`config.mk`:
```
export PLATFORM = sky130hd
export DESIGN_NAME = tiny_cpu_mc
export DESIGN_NICKNAME = d
export VERILOG_FILES = /design/src/rtl/tiny_cpu_pkg.sv /design/src/rtl/regfile_mc.sv /design/src/rtl/tiny_cpu_mc.sv
export SDC_FILE = /design/constraint.sdc
export NUM_CORES = 1
export LEC_CHECK = 0
export CORE_ASPECT_RATIO = 1.1
export CORE_UTILIZATION = 38
export CTS_CLUSTER_SIZE = 14
export DETAILED_ROUTE_END_ITERATION = 8
export GPL_ROUTABILITY_DRIVEN = 0
export PLACE_DENSITY = 0.61
export SLEW_MARGIN = 20
export SYNTH_ARGS = -nofsm -noshare
export SYNTH_HDL_FRONTEND = slang
export SYNTH_SLANG_ARGS = --single-unit
```
`constraint.sdc`:
```
create_clock -name clk -period 11.5 [get_ports clk]
set_clock_uncertainty 0.05 [all_clocks]
set_input_delay 1.725 -clock clk [delete_from_list [all_inputs] [get_ports clk]]
set_output_delay 1.725 -clock clk [all_outputs]
set_load 0.05 [all_outputs]
```
`src/rtl/tiny_cpu_pkg.sv`:
```
// tiny_cpu_pkg: shared definitions for the multicycle tiny CPU.
//   - 4-bit opcode constants
//   - FSM state encoding (IDLE, EXEC, MUL)
//   - instruction field helpers parametrised by the register address width
package tiny_cpu_pkg;

  localparam logic [3:0] OP_ADD = 4'b0000;
  localparam logic [3:0] OP_SUB = 4'b0001;
  localparam logic [3:0] OP_AND = 4'b0010;
  localparam logic [3:0] OP_OR  = 4'b0011;
  localparam logic [3:0] OP_XOR = 4'b0100;
  localparam logic [3:0] OP_SLT = 4'b0101;
  localparam logic [3:0] OP_SHL = 4'b0110;
  localparam logic [3:0] OP_SHR = 4'b0111;
  localparam logic [3:0] OP_MUL = 4'b1000;
  localparam logic [3:0] OP_OUT = 4'b1011;

  typedef enum logic [1:0] {
    IDLE = 2'd0,
    EXEC = 2'd1,
    MUL  = 2'd2
  } state_e;

  // Instruction layout: {op[3:0], a[R-1:0], b[R-1:0]}
  function automatic logic [3:0] instr_op(input logic [31:0] ir, input int regbits);
    return ir[2*regbits +: 4];
  endfunction

  function automatic logic [31:0] instr_a(input logic [31:0] ir, input int regbits);
    return (ir >> regbits) & ((32'd1 << regbits) - 32'd1);
  endfunction

  function automatic logic [31:0] instr_b(input logic [31:0] ir, input int regbits);
    return ir & ((32'd1 << regbits) - 32'd1);
  endfunction

  function automatic logic is_ldi(input logic [3:0] op);
    return op[3:2] == 2'b11;
  endfunction

endpackage

```
`src/rtl/regfile_mc.sv`:
```
// regfile_mc: register file with two asynchronous read ports and one
// synchronous write port; all registers reset asynchronously to zero.
//   clk, rst_n       clock, async active-low reset
//   ra_a_i, ra_b_i   read addresses
//   rd_a_o, rd_b_o   read data
//   we_i, wa_i, wd_i write enable / address / data
module regfile_mc #(
  parameter int WORDSIZE = 8,
  parameter int REGBITS  = 2
) (
  input  logic                clk,
  input  logic                rst_n,
  input  logic [REGBITS-1:0]  ra_a_i,
  input  logic [REGBITS-1:0]  ra_b_i,
  output logic [WORDSIZE-1:0] rd_a_o,
  output logic [WORDSIZE-1:0] rd_b_o,
  input  logic                we_i,
  input  logic [REGBITS-1:0]  wa_i,
  input  logic [WORDSIZE-1:0] wd_i
);

  localparam int NREGS = 2**REGBITS;

  logic [WORDSIZE-1:0] regs_q [NREGS];

  assign rd_a_o = regs_q[ra_a_i];
  assign rd_b_o = regs_q[ra_b_i];

  always_ff @(posedge clk or negedge rst_n) begin
    if (!rst_n) begin
      for (int unsigned i = 0; i < NREGS; i++) regs_q[i] <= '0;
    end else if (we_i) begin
      regs_q[wa_i] <= wd_i;
    end
  end

endmodule

```
`src/rtl/tiny_cpu_mc.sv`:
```
// tiny_cpu_mc: multicycle tiny CPU core with valid/ready instruction intake,
// sequential shift-add multiplier, registered zero flag and result strobe.
//   clk, rst_n   clock, async active-low reset
//   instr_valid  instruction offered
//   instr_ready  core accepts (high only in IDLE)
//   instr        {op, a, b}
//   res_valid    one-cycle pulse when res updates
//   res          last written-back / OUT value
//   zf           zero flag of the last ALU/MUL result
//   busy         high in EXEC or MUL
module tiny_cpu_mc
  import tiny_cpu_pkg::*;
#(
  parameter int WORDSIZE = 8,
  parameter int REGBITS  = 2,
  localparam int IW      = 4 + 2*REGBITS
) (
  input  logic                clk,
  input  logic                rst_n,
  input  logic                instr_valid,
  output logic                instr_ready,
  input  logic [IW-1:0]       instr,
  output logic                res_valid,
  output logic [WORDSIZE-1:0] res,
  output logic                zf,
  output logic                busy
);

  localparam int CW = $clog2(WORDSIZE);
  localparam logic [WORDSIZE-1:0] WS = WORDSIZE'(WORDSIZE);

  state_e              state_q, state_d;
  logic [IW-1:0]       ir_q, ir_d;
  logic [WORDSIZE-1:0] res_q, res_d;
  logic                zf_q, zf_d;
  logic                res_valid_q, res_valid_d;
  logic [WORDSIZE-1:0] acc_q, acc_d, mcand_q, mcand_d, mplier_q, mplier_d;
  logic [CW-1:0]       cnt_q, cnt_d;

  logic [3:0]          op;
  logic [REGBITS-1:0]  fa, fb;
  logic [WORDSIZE-1:0] ra, rb, alu, ldi_val, mul_sum, wd;
  logic [REGBITS+1:0]  ldi_imm;
  logic                we;

  assign op      = instr_op(32'(ir_q), REGBITS);
  assign fa      = REGBITS'(instr_a(32'(ir_q), REGBITS));
  assign fb      = REGBITS'(instr_b(32'(ir_q), REGBITS));
  assign ldi_imm = {op[1:0], fb};
  assign ldi_val = WORDSIZE'($signed(ldi_imm));
  assign mul_sum = acc_q + (mplier_q[0] ? mcand_q : '0);

  regfile_mc #(.WORDSIZE(WORDSIZE), .REGBITS(REGBITS)) u_rf (
    .clk    (clk),
    .rst_n  (rst_n),
    .ra_a_i (fa),
    .ra_b_i (fb),
    .rd_a_o (ra),
    .rd_b_o (rb),
    .we_i   (we),
    .wa_i   (fa),
    .wd_i   (wd)
  );

  always_comb begin
    alu = '0;
    case (op)
      OP_ADD: alu = ra + rb;
      OP_SUB: alu = ra - rb;
      OP_AND: alu = ra & rb;
      OP_OR:  alu = ra | rb;
      OP_XOR: alu = ra ^ rb;
      OP_SLT: alu[0] = $signed(ra) < $signed(rb);
      OP_SHL: alu = (rb >= WS) ? '0 : ra << rb;
      OP_SHR: alu = (rb >= WS) ? '0 : ra >> rb;
      default: alu = '0;
    endcase
  end

  always_comb begin
    state_d     = state_q;
    ir_d        = ir_q;
    acc_d       = acc_q;
    mcand_d     = mcand_q;
    mplier_d    = mplier_q;
    cnt_d       = cnt_q;
    res_d       = res_q;
    zf_d        = zf_q;
    res_valid_d = 1'b0;
    we          = 1'b0;
    wd          = alu;
    case (state_q)
      IDLE: begin
        if (instr_valid) begin
          ir_d    = instr;
          state_d = EXEC;
        end
      end
      EXEC: begin
        state_d = IDLE;
        if (!op[3]) begin
          we   = 1'b1;
          wd   = alu;
          zf_d = (alu == '0);
        end else if (op == OP_MUL) begin
          acc_d    = '0;
          mcand_d  = ra;
          mplier_d = rb;
          cnt_d    = CW'(WORDSIZE - 1);
          state_d  = MUL;
        end else if (op == OP_OUT) begin
          res_d       = rb;
          res_valid_d = 1'b1;
        end else if (is_ldi(op)) begin
          we = 1'b1;
          wd = ldi_val;
        end
      end
      MUL: begin
        // Last iteration's partial sum is written back directly, so WORDSIZE
        // iterations fit in WORDSIZE MUL cycles.
        if (cnt_q == '0) begin
          we      = 1'b1;
          wd      = mul_sum;
          zf_d    = (mul_sum == '0);
          state_d = IDLE;
        end else begin
          acc_d    = mul_sum;
          mcand_d  = mcand_q << 1;
          mplier_d = mplier_q >> 1;
          cnt_d    = cnt_q - CW'(1);
        end
      end
      default: state_d = IDLE;
    endcase
    if (we) begin
      res_d       = wd;
      res_valid_d = 1'b1;
    end
  end

  always_ff @(posedge clk or negedge rst_n) begin
    if (!rst_n) begin
      state_q     <= IDLE;
      ir_q        <= '0;
      res_q       <= '0;
      zf_q        <= 1'b0;
      res_valid_q <= 1'b0;
      acc_q       <= '0;
      mcand_q     <= '0;
      mplier_q    <= '0;
      cnt_q       <= '0;
    end else begin
      state_q     <= state_d;
      ir_q        <= ir_d;
      res_q       <= res_d;
      zf_q        <= zf_d;
      res_valid_q <= res_valid_d;
      acc_q       <= acc_d;
      mcand_q     <= mcand_d;
      mplier_q    <= mplier_d;
      cnt_q       <= cnt_d;
    end
  end

  assign instr_ready = (state_q == IDLE);
  assign busy        = (state_q != IDLE);
  assign res         = res_q;
  assign zf          = zf_q;
  assign res_valid   = res_valid_q;

endmodule

```
==> results.env <==
PATH_TYPE_OF_THE_WORST_SETUP_PATH='flop to flop'
TIMING.FINAL.CRIT_PERIOD_NS=4.71
SETUP.WORST_PATH.START='ir_q[0]'
PORTION_OF_THE_POST_SYNTHESIS_AREA_USED_BY_SEQUENTIAL_ELEMENTS_PCT=33.7
YOSYS.AREA_SHARE.SIMPLE_PCT=15.2
TIMING.HOLD.WS_NS=0.431
MAX_CAP_VIOLATIONS=0
HOLD_CLASS='flop to flop'
STARTING_DENSITY_OF_THE_CORE_PCT=39.0
NUM-NETS-FINAL=683
POWER_FRAC_CLOCK_PCT=12.8
CPLARGESTDELAYFAMILY='compound AO/OA/AOI/OAI gates'
LEAKAGE_nW=2.78
NUMBER_OF_BUFFERS_ADDED_BY_THE_CLOCK_TREE_SYNTHESIS_STEP=9
WORST-SLEW-PIN-TRANSITION_NS=0.988
DIEAREA_MM2=0.0159
TOTAL_VIA_COUNT_AFTER_DETAILED_ROUTING=5047
SYNTH_AREA_LEADERS='sky130_fd_sc_hd__dfrtp_1 34%, sky130_fd_sc_hd__ha_1 7.9%, sky130_fd_sc_hd__mux2_2 6.0%, sky130_fd_sc_hd__mux4_2 5.4%, sky130_fd_sc_hd__nand2_1 4.7%'
GRT_START_MAX_NET_PINS=75
NETSWITCHINGFRACTION_PCT=51.0
WORST_SLACK_NS=6.79
TIMING.CRITICAL_PATH.TO='u_rf.regs_q[20]'
HPWL_UM=12200
YOSYS.AREA.TOP_TYPE='sky130_fd_sc_hd__dfrtp_1'
CP-END-KIND='flop'
CORE_AREA_MM2=0.0151
FP.DIEW_UM=120
ROUTE.FINAL.WIRE_LENGTH_UM=16400
REG2REG_SLACK_NS=6.79
DIE_HEIGHT_UM=132
CLK_ROOT_BUFFER_CELL='sky130_fd_sc_hd__clkbuf_16'
POWER.SWITCHING_mW=1.08
LAYOUT-DRIVE-GT1-SHARE_PCT=13.2
FINAL.FILL_COUNT=1509
TIMING.CRITICAL_PATH.SLOWEST_CELL_DELAY_NS=0.72
PERIOD_SHARE_PCT=40.9
YOSYS_MOST_USED_DFF='sky130_fd_sc_hd__dfrtp_1'
SYNTHXORXNORAREAFRAC_PCT=1.49
INTERNAL_POWER_mW=1.03
CRIT_PATH_MAX_FO=16
IO_PINS=23
POST-CTS-SETUP-BUFFERS=0
SYNTH_CELLS=633
POST_DRT_VIA_CELL_RATIO=6.06
YOSYS-MUX-AREA-FRACTION_PCT=15.0
POSTSYNTHAREAPERCELL_UM2=9.27
NUMCLOCKSINKS=79
CRITICAL_PATH_CELL_SEQUENCE='mux2_2 > o21ai_2 > clkinv_1 > ha_1 > o21bai_1 > a21oi_1 > o21ai_0 > mux2i_1 > nand3_1 > a31oi_1 > a2bb2oi_1 > o21ai_0'
RELSLEWSLACK_PCT=33.8
YS_FF_LATCH=79
GRT_SETUP_UNREPAIRED='false'
CAPTURE_POINT_OF_THE_WORST_REG_TO_REG_PATH='u_rf.regs_q[20]'
WORST-ENDPOINT-REQUIRED_NS=11.65
VDD_DROP_MAX_mV=0.211
CRIT_PATH_FREQUENT_CELL='sky130_fd_sc_hd__o21ai_0'
CTS.CLK_SLEW.WORST_PATHS_NS=0.06
SYNTH_EDF_COUNT=0
SYNTH_COMPOUND_GATE_AREA_SHARE_PCT=20.5
CTS_RESIZED=0
CLOCK_LATENCY_NS=0.35
SYNTH_FP_NETS=684
TIMING.CRITICAL_PATH.FROM_TYPE='flop'
ACHIEVABLE-FREQUENCY_MHz=212
GRT.TOTAL_USAGE_PCT=21.4
AVGROUTEDWIREPERCELL_UM=19.6
YOSYSUNIQUECELLTYPES=69
SYNTHESIS.AREA_MM2=0.00587
FINISH_STAGE_SETUP_VIOLS=0
NETLIST.AREA_LEADER.SHARE_PCT=33.7
FIN_SETUP_TNS_NS=0
FP-ROW-COUNT=47
AREA_GROWTH_SYN_TO_LAYOUT_PCT=10.4
CPMAXSTAGEDELAYCELL='sky130_fd_sc_hd__dfrtp_1'
SYNTH_ASYNC_SR_FLOP_SHARE_PCT=100
MAXSLEWVIOLCOUNT=0
FINAL_ANTENNA_NET_COUNT=0
COUNT_OF_BUFFERS_FROM_PORT_BUFFERING=22
TIMING.REG2REG.WORST_PATH_DEPTH=12
VIA_COUNT_OF_THE_FIRST_GLOBAL_ROUTING_PASS=4870
TIMING.CRITICAL_PATH.BUF_INV=1
PRE_CTS_WS_NS=6.81
DRC_ERRORS=0
GLOBALROUTEOVERFLOWTOTAL=0
DRT-INITIAL-DRC-COUNT=454
GRT_PASS1_WL_UM=26300
TRITONCTS='built'
POST-LAYOUT-TOTAL-POWER_mW=2.11
CRITICAL_PATH_ARRIVAL_NS=4.86
ANTENNA_FOUND_INITIAL=0
DRT_FIRST_PASS_ITERS=5
STATUS='completed'
SEQ_POWER_SHARE_PCT=23.8
CRIT_CELLS=12
CTSHOLDBUFFERS=0
CTS.HTREE.LEVELS=3
SYNTH.YOSYS.WARNINGS=0
SYNTH_TOP_FAMILY_BY_AREA='compound AO/OA/AOI/OAI gates'
POWERDENSITY_mW_PER_MM2=326
PROPORTION_OF_POWER_DRAWN_BY_COMBINATIONAL_GATES_PCT=63.4
REGTOREGSTARTPOINT='ir_q[0]'
TIMING.FINAL.HOLD_VIOLATIONS=0
INSERTEDDIODECOUNT=0
CLK_PATH_BUF_DEPTH=2
POST_SYNTHESIS_SHARE_OF_CELL_AREA_SPENT_ON_FULL_ADDERS_HALF_ADDERS_AND_MAJORITY_GATES_PCT=8.91
state kept, by name, indices dropped and copies added (netlist names):
signal,cells
state_q,2
acc_q,8
zf,1
mcand_q,8
mplier_q,8
u_rf.regs_q,32
cnt_q,3
ir_q,8
res_valid,1
res,8
stage by stage:
stage | area, µm² | utilization [%] | std cells
CTS | 6480 | 43.0 | 833
detailed placement | 6200 | 41.2 | 817
global placement | 6200 | 41.2 | 817
global route | 6480 | 43.0 | 833
finish | 6480 | 43.0 | 833
floorplan | 5870 | - | 633
routing by layer:
| layer | up-vias | GRT usage [%] | part of all wire, % |
|---|---|---|---|
| li1 | 2312 | - | - |
| met1 | 2481 | 27.3 | 42 |
| met2 | 201 | 34.5 | 47 |
| met3 | 53 | 3.55 | 6.1 |
| met4 | 0 | 11.2 | 4.4 |
| met5 | - | 0 | 0 |
worst reg2reg max path, stage by stage (launching register included):
cell                        delay, ns
sky130_fd_sc_hd__dfrtp_1         0.72
sky130_fd_sc_hd__mux2_2          0.41
sky130_fd_sc_hd__o21ai_2         0.45
sky130_fd_sc_hd__clkinv_1        0.60
sky130_fd_sc_hd__ha_1            0.44
sky130_fd_sc_hd__o21bai_1        0.16
sky130_fd_sc_hd__a21oi_1         0.29
sky130_fd_sc_hd__o21ai_0         0.12
sky130_fd_sc_hd__mux2i_1         0.16
sky130_fd_sc_hd__nand3_1         0.12
sky130_fd_sc_hd__a31oi_1         0.28
sky130_fd_sc_hd__a2bb2oi_1       0.54
sky130_fd_sc_hd__o21ai_0         0.21
worst min path at each step:
stage | start | endpoint | slack, ns | cells after the start
finish | cnt_q[0] | cnt_q[0] | 0.43 | 1
global placement | cnt_q[0] | cnt_q[0] | 0.42 | 1
floorplan | mplier_q[7] | mplier_q[7] | 0.40 | 2
global route | cnt_q[0] | cnt_q[0] | 0.46 | 1
CTS | cnt_q[0] | cnt_q[0] | 0.43 | 1
detailed placement | mplier_q[7] | mplier_q[7] | 0.42 | 2
area by class of cell:
type / instances / area, µm² / share of cell area, %
well taps: 196 / 245 / 3.79
repair buffers: 27 / 255 / 3.94
inverters: 34 / 128 / 1.97
clock inverters: 5 / 32.5 / 0.502
flip-flops and latches: 79 / 1980 / 30.5
clock buffers: 11 / 243 / 3.75
multi-input cells: 481 / 3600 / 55.5
layout by cell type, fill, tap and decap left out, types with 4 or more instances in the layout:
cell / synthesis / routed
sky130_fd_sc_hd__dfrtp_1: 79 / 79
sky130_fd_sc_hd__nand2_1: 73 / 73
sky130_fd_sc_hd__a21oi_1: 40 / 40
sky130_fd_sc_hd__o21ai_0: 38 / 38
sky130_fd_sc_hd__ha_1: 37 / 37
sky130_fd_sc_hd__mux2_2: 31 / 31
sky130_fd_sc_hd__nor2_1: 31 / 31
sky130_fd_sc_hd__inv_1: 31 / 31
sky130_fd_sc_hd__nor3_1: 22 / 21
sky130_fd_sc_hd__clkdlybuf4s50_1: 0 / 21
sky130_fd_sc_hd__mux2i_1: 19 / 19
sky130_fd_sc_hd__o21ai_1: 17 / 16
sky130_fd_sc_hd__a221o_1: 14 / 14
sky130_fd_sc_hd__mux4_2: 14 / 14
sky130_fd_sc_hd__nand3_1: 10 / 10
sky130_fd_sc_hd__a211oi_1: 9 / 9
sky130_fd_sc_hd__clkbuf_16: 0 / 9
sky130_fd_sc_hd__and2_1: 8 / 8
sky130_fd_sc_hd__nand2b_1: 7 / 7
sky130_fd_sc_hd__a22o_1: 7 / 7
sky130_fd_sc_hd__o21bai_1: 7 / 7
sky130_fd_sc_hd__a21o_1: 6 / 6
sky130_fd_sc_hd__o22ai_1: 6 / 6
sky130_fd_sc_hd__buf_4: 1 / 6
sky130_fd_sc_hd__nor2b_1: 5 / 5
sky130_fd_sc_hd__xor2_1: 5 / 5
sky130_fd_sc_hd__xnor2_1: 5 / 5
sky130_fd_sc_hd__nor4_1: 4 / 4
sky130_fd_sc_hd__or3_1: 4 / 4
sky130_fd_sc_hd__a211o_1: 4 / 4
sky130_fd_sc_hd__a31oi_1: 4 / 4
power by group through the flow:
stage | clock (mW) | combinational, mW | sequential [mW]
floorplan | 0 | 1.01 | 0.476
global placement | 0 | 1.29 | 0.500
detailed placement | 0 | 1.30 | 0.505
CTS | 0.278 | 1.31 | 0.501
global route | 0.287 | 1.44 | 0.519
finish | 0.270 | 1.34 | 0.502
kinds of logic after synthesis:
group | count (synthesis)
and+or+nand+nor | 185
AOI/OAI and AO/OA | 181
DFF | 79
buffers and inverters | 73
muxes | 65
adders and majority gates | 40
xor gates and xnor gates | 10
synth_stat cells (all sizes together) (10+ instances only):
cell    instances
clkbuf         28
nor2           33
a21oi          41
a221o          14
nor3           23
dfrtp          79
nand2          74
o21ai          56
mux2           31
nand3          10
mux4           15
ha             37
inv            33
buf            11
mux2i          19
a211oi         10
Power figures use the tool's default switching activity.
